===== config.mk =====
export PLATFORM = sky130hd
export DESIGN_NAME = tt_um_matthewelse
export DESIGN_NICKNAME = d
export VERILOG_FILES = /design/src/rtl/tt_matthewelse_pkg.sv /design/src/rtl/matthewelse_alu.sv /design/src/rtl/tt_um_matthewelse.sv
export SDC_FILE = /design/constraint.sdc
export NUM_CORES = 1
export LEC_CHECK = 0
export ABC_AREA = 1
export CAP_MARGIN = 20
export CORE_UTILIZATION = 43
export CTS_BUF_LIST = sky130_fd_sc_hd__clkbuf_4 sky130_fd_sc_hd__clkbuf_8 sky130_fd_sc_hd__clkbuf_16
export DETAILED_ROUTE_END_ITERATION = 10
export DONT_BUFFER_PORTS = 1
export SYNTH_ARGS = -nofsm -noshare
export SYNTH_HDL_FRONTEND = slang
export SYNTH_HIERARCHICAL = 1
export SYNTH_SLANG_ARGS = --single-unit

===== constraint.sdc =====
create_clock -name clk -period 2.8 [get_ports clk]
set_input_delay 0.84 -clock clk [delete_from_list [all_inputs] [get_ports clk]]
set_output_delay 0.84 -clock clk [all_outputs]
set_load 0.01 [all_outputs]

===== src/rtl/tt_matthewelse_pkg.sv =====
// Shared opcode, flag-index and pin constants for the matthewelse accumulator tile.
package tt_matthewelse_pkg;

   typedef enum logic [2:0] {
      OP_LOAD = 3'd0,
      OP_ADD  = 3'd1,
      OP_SUB  = 3'd2,
      OP_AND  = 3'd3,
      OP_OR   = 3'd4,
      OP_XOR  = 3'd5,
      OP_SHL  = 3'd6,
      OP_ROR  = 3'd7
   } opcode_t;

   localparam int FLAG_Z = 7;
   localparam int FLAG_C = 6;
   localparam int FLAG_V = 5;
   localparam int FLAG_N = 4;

   localparam logic [7:0] UIO_OE_VALUE = 8'hF0;

endpackage


===== src/rtl/matthewelse_alu.sv =====
// Combinational 8-bit ALU producing result and Z/C/V/N flags.
// Define ALU_SAT_EN for unsigned-saturating ADD/SUB.
module matthewelse_alu
   import tt_matthewelse_pkg::*;
(
   input  logic [7:0] a,
   input  logic [7:0] b,
   input  opcode_t    op,
   output logic [7:0] r,
   output logic       c,
   output logic       v,
   output logic       z,
   output logic       n
);

   logic [8:0] sum;
   logic [8:0] dif;
   logic [8:0] shl;
   logic [7:0] rot;

   always_comb begin
      sum = {1'b0, a} + {1'b0, b};
      dif = {1'b0, a} - {1'b0, b};
      // bit 8 holds the last bit pushed out of the byte
      shl = {1'b0, a} << b[2:0];
      rot = 8'({a, a} >> b[2:0]);
      r = 8'h00;
      c = 1'b0;
      v = 1'b0;
      unique case (op)
         OP_LOAD: r = b;
         OP_ADD: begin
            r = sum[7:0];
            c = sum[8];
            v = (a[7] == b[7]) && (sum[7] != a[7]);
`ifdef ALU_SAT_EN
            if (sum[8]) r = 8'hFF;
`endif
         end
         OP_SUB: begin
            r = dif[7:0];
            c = dif[8];
            v = (a[7] != b[7]) && (dif[7] != a[7]);
`ifdef ALU_SAT_EN
            if (dif[8]) r = 8'h00;
`endif
         end
         OP_AND: r = a & b;
         OP_OR:  r = a | b;
         OP_XOR: r = a ^ b;
         OP_SHL: begin
            r = shl[7:0];
            c = shl[8];
         end
         OP_ROR: r = rot;
      endcase
      z = (r == 8'h00);
      n = r[7];
   end

endmodule


===== src/rtl/tt_um_matthewelse.sv =====
// Accumulator ALU tile: registers acc and flags, qualifies ena/op_valid, maps pins.
// Build option ALU_SAT_EN selects saturating ADD/SUB inside the ALU.
module tt_um_matthewelse
   import tt_matthewelse_pkg::*;
(
   input  logic       clk,
   input  logic       rst_n,
   input  logic       ena,
   input  logic [7:0] ui_in,
   output logic [7:0] uo_out,
   input  logic [7:0] uio_in,
   output logic [7:0] uio_out,
   output logic [7:0] uio_oe
);

   logic [7:0] acc;
   logic       z, c, v, n;
   logic [7:0] alu_r;
   logic       alu_z, alu_c, alu_v, alu_n;
   logic       exec;
   opcode_t    op;
   logic       unused_pins;

   assign op          = opcode_t'(uio_in[2:0]);
   assign exec        = ena && uio_in[3];
   assign unused_pins = &{1'b0, uio_in[7:4]};

   matthewelse_alu u_alu (
      .a  (acc),
      .b  (ui_in),
      .op (op),
      .r  (alu_r),
      .c  (alu_c),
      .v  (alu_v),
      .z  (alu_z),
      .n  (alu_n)
   );

   // rst_n is active-high despite its name
   always_ff @(posedge clk) begin
      if (rst_n) begin
         acc <= 8'h00;
         z   <= 1'b1;
         c   <= 1'b0;
         v   <= 1'b0;
         n   <= 1'b0;
      end else if (exec) begin
         acc <= alu_r;
         z   <= alu_z;
         c   <= alu_c;
         v   <= alu_v;
         n   <= alu_n;
      end
   end

   always_comb begin
      uio_out         = 8'h00;
      uio_out[FLAG_Z] = z;
      uio_out[FLAG_C] = c;
      uio_out[FLAG_V] = v;
      uio_out[FLAG_N] = n;
   end

   assign uo_out = acc;
   assign uio_oe = UIO_OE_VALUE;

endmodule


==> impl_results.md <==
* Hold Path Class: reg -> reg
* Max Cap Violations at 0
* Top post-synthesis cells by count: nand2_1 (133), nand3_1 (84), inv_1 (64), nor2_1 (55), ha_1 (26)
* Clock network fraction of total power at 0.201
* Die Y at 79.63 um
* First-pass GRT wire length at 13.38 mm
* TNS Setup at 0 ps
* Crit-path max FO at 11
* Worst-Margin Slew at 504.9 ps
* Vias at 2895
* Count leader, synth: nand2_1
* Pwr Density at 285.2 nW/um2
* Rows at 27
* Syn avg cell area at 5.478 um2
* Switch Pwr at 0.0003408 W
* RSZ-0062 raised after global routing: no
* Full die area at 6341 um2
* Nets@finish at 521
* Routed wire length per instance at 14.46 um
* Crit end category: flip-flop
* Antenna Cells at 0
* Part of the power in registers at 0.258
* Crit Path Class: in -> reg
* Fin crit period at 2516 ps
* Pre-CTS setup slack at 82.69 ps
* Worst setup margin at 283.7 ps
* Post-synth top area cell: nand2_1
* Hpwl dp at 6.264 mm
* Number of synthesized flops with an enable pin at 0
* WHS Path Cells at 2
* Ys async rst share at 0
* Count of yosys warnings during synthesis at 6
* Req. time, crit path at 2970 ps
* Flops & latches, synth at 12
* Switching share of total power at 0.4480
* Peak supply drop at 342.1 uV
* TritonCTS Buffers at 3
* Clk sinks at 12
* Root Buffer: clkbuf_8
* Antenna Nets Post-Route at 0
* Fmax at 0.3974 GHz
* Post_cts resized at 0
* WL final at 7.864 mm
* DRC at 0
* Vias in the first global route at 2800
* Initial DRC count at 246
* TritonRoute pass-1 iters at 7
* CTS tree: yes
* Initial antenna violation count at 0
* Grt ovf at 0
* Filler cells at 627
* Status: complete, no violations
* IO Count at 43
* Logic pwr share at 0.542
* Post-synthesis cell count at 473
* GRT Util Overall at 0.2708
* Slew HR at 0.6622
* Initial Util at 0.4593
* Vias per cell at 5.322
* Slew Viols, Final at 0
* WP data arrival at 2690 ps
* Die Width at 79.63 um
* Bufs on Longest Clock Path at 2
* Startpoint Class: input pin
* Largest net degree at the start of global routing at 24
* Layout area overhead at 2.946%
* Leak at 1.515 nW
* CTS H-tree depth at 1
* Internal Power at 0.0004200 W
* Placeable Area at 5642 um2
* Port Buffers at 0
* Post-Syn Area at 2591 um2
* Clock slew at reported path FFs at 50 ps
* Fraction of layout cells with a size suffix above 1 at 0.07415
* Hold buffer count at cts at 0
* Seq/Total Area, Yosys at 0.09271
* Top post-synthesis cells by area: nand2_1 (19%), nand3_1 (16%), ha_1 (13%), dfxtp_1 (9.3%), inv_1 (9.3%)
* Placer Congestion at 0.9495
* R2r setup slk at 410 ps
* Share of the synthesized area in the top cell type at 0.1927
* Fin crit share at 0.8987
* Final Hold Vio Count at 0
* Clock Skews at 0.5027 ps
* Final setup fails at 0
* Worst Reg-to-Reg Cells at 16
* Most used DFF post-synth: dfxtp_1
* Post-CTS Setup Repair Bufs at 0
* Total power draw at 0.0007608 W
* Synth cell types at 30
* Worst skew pair latency at 240 ps
stage by stage:
step,cells,area (um2),utilization,hold WS [ps]
2_1_floorplan,483,2629,-,430.1
3_3_place_gp,541,2626,0.4655,506.3
3_5_place_dp,541,2626,0.4655,507.6
4_1_cts,544,2668,0.4728,515.6
5_1_grt,544,2668,0.4728,531.1
6_report,544,2668,0.4728,510.0
worst max-delay path: stages:
cell     delay [ps]
ha_1            130
inv_1            60
fa_1            400
or2_0           230
nand3_1          80
nand3_1          60
nor2_1          170
nand2_1          80
nor2_1          140
nand2_1          70
nor2_1          110
nand2_1          60
nor2_1          110
nand3_1          70
nand3_1          70
registers in the layout (all words and copies together), names as in the netlist:
signal  count
uo_out      8
v           1
c           1
n           1
z           1
cells by family (layout without fill, tap and decap cells):
| logic type | after synthesis | count (layout) | share of synthesized area |
|---|---|---|---|
| and+or+nand+nor | 298 | 298 | 0.5027 |
| xor gates and xnor gates | 2 | 2 | 0.006761 |
| AOI/OAI and AO/OA | 29 | 29 | 0.06471 |
| buffers and inverters | 102 | 91 | 0.1893 |
| adders and majority gates | 28 | 28 | 0.1410 |
| other | 2 | 12 | 0.002898 |
| DFF | 12 | 12 | 0.09271 |
placed cells by master, fill, tap and decap left out, types with 2 or more instances in the layout:
| master | n |
|---|---|
| nand2_1 | 133 |
| dfxtp_1 | 12 |
| a21oi_1 | 13 |
| o21ai_1 | 2 |
| xor2_1 | 2 |
| nand4_1 | 18 |
| ha_1 | 26 |
| nand3_1 | 84 |
| buf_4 | 18 |
| fa_1 | 2 |
| conb_1 | 12 |
| clkbuf_8 | 3 |
| nor2_2 | 2 |
| inv_2 | 6 |
| inv_1 | 64 |
| nor2_1 | 55 |
| o21ai_0 | 8 |
power by group through the flow:
stage / Sequential (W) / Combinational, W / Clock [W]
2_1_floorplan: 0.000206 / 0.000327 / 0
3_3_place_gp: 0.000199 / 0.000402 / 0
3_5_place_dp: 0.000199 / 0.000407 / 0
4_1_cts: 0.000196 / 0.000409 / 0.000156
5_1_grt: 0.000197 / 0.000476 / 0.000166
6_report: 0.000196 / 0.000412 / 0.000153
layer usage:
metal	GRT usage	part of all wire	vias up	wire length, um
met5	0	0	-	0
met4	0.08182	0.026	0	204
met3	0.04800	0.087	14	683
met2	0.4333	0.45	124	3507
met1	0.3661	0.44	1278	3469
li1	-	-	1479	-
final timing paths:
check	endpoint	startpoint
worst max register to register	z	uo_out[0]
worst max-delay path	z	ui_in[0]
worst min-delay path	z	z
worst min register to register	z	z
area by class of cell:
class	count	area, um2	area share
multi-input cells	369	1898	0.7115
well taps	72	90.09	0.03377
clock buffers	3	41.29	0.01548
inverters	70	262.8	0.09850
repair buffers	18	135.1	0.05066
flip-flops and latches	12	240.2	0.09006
(Power assumes the default switching activity.)
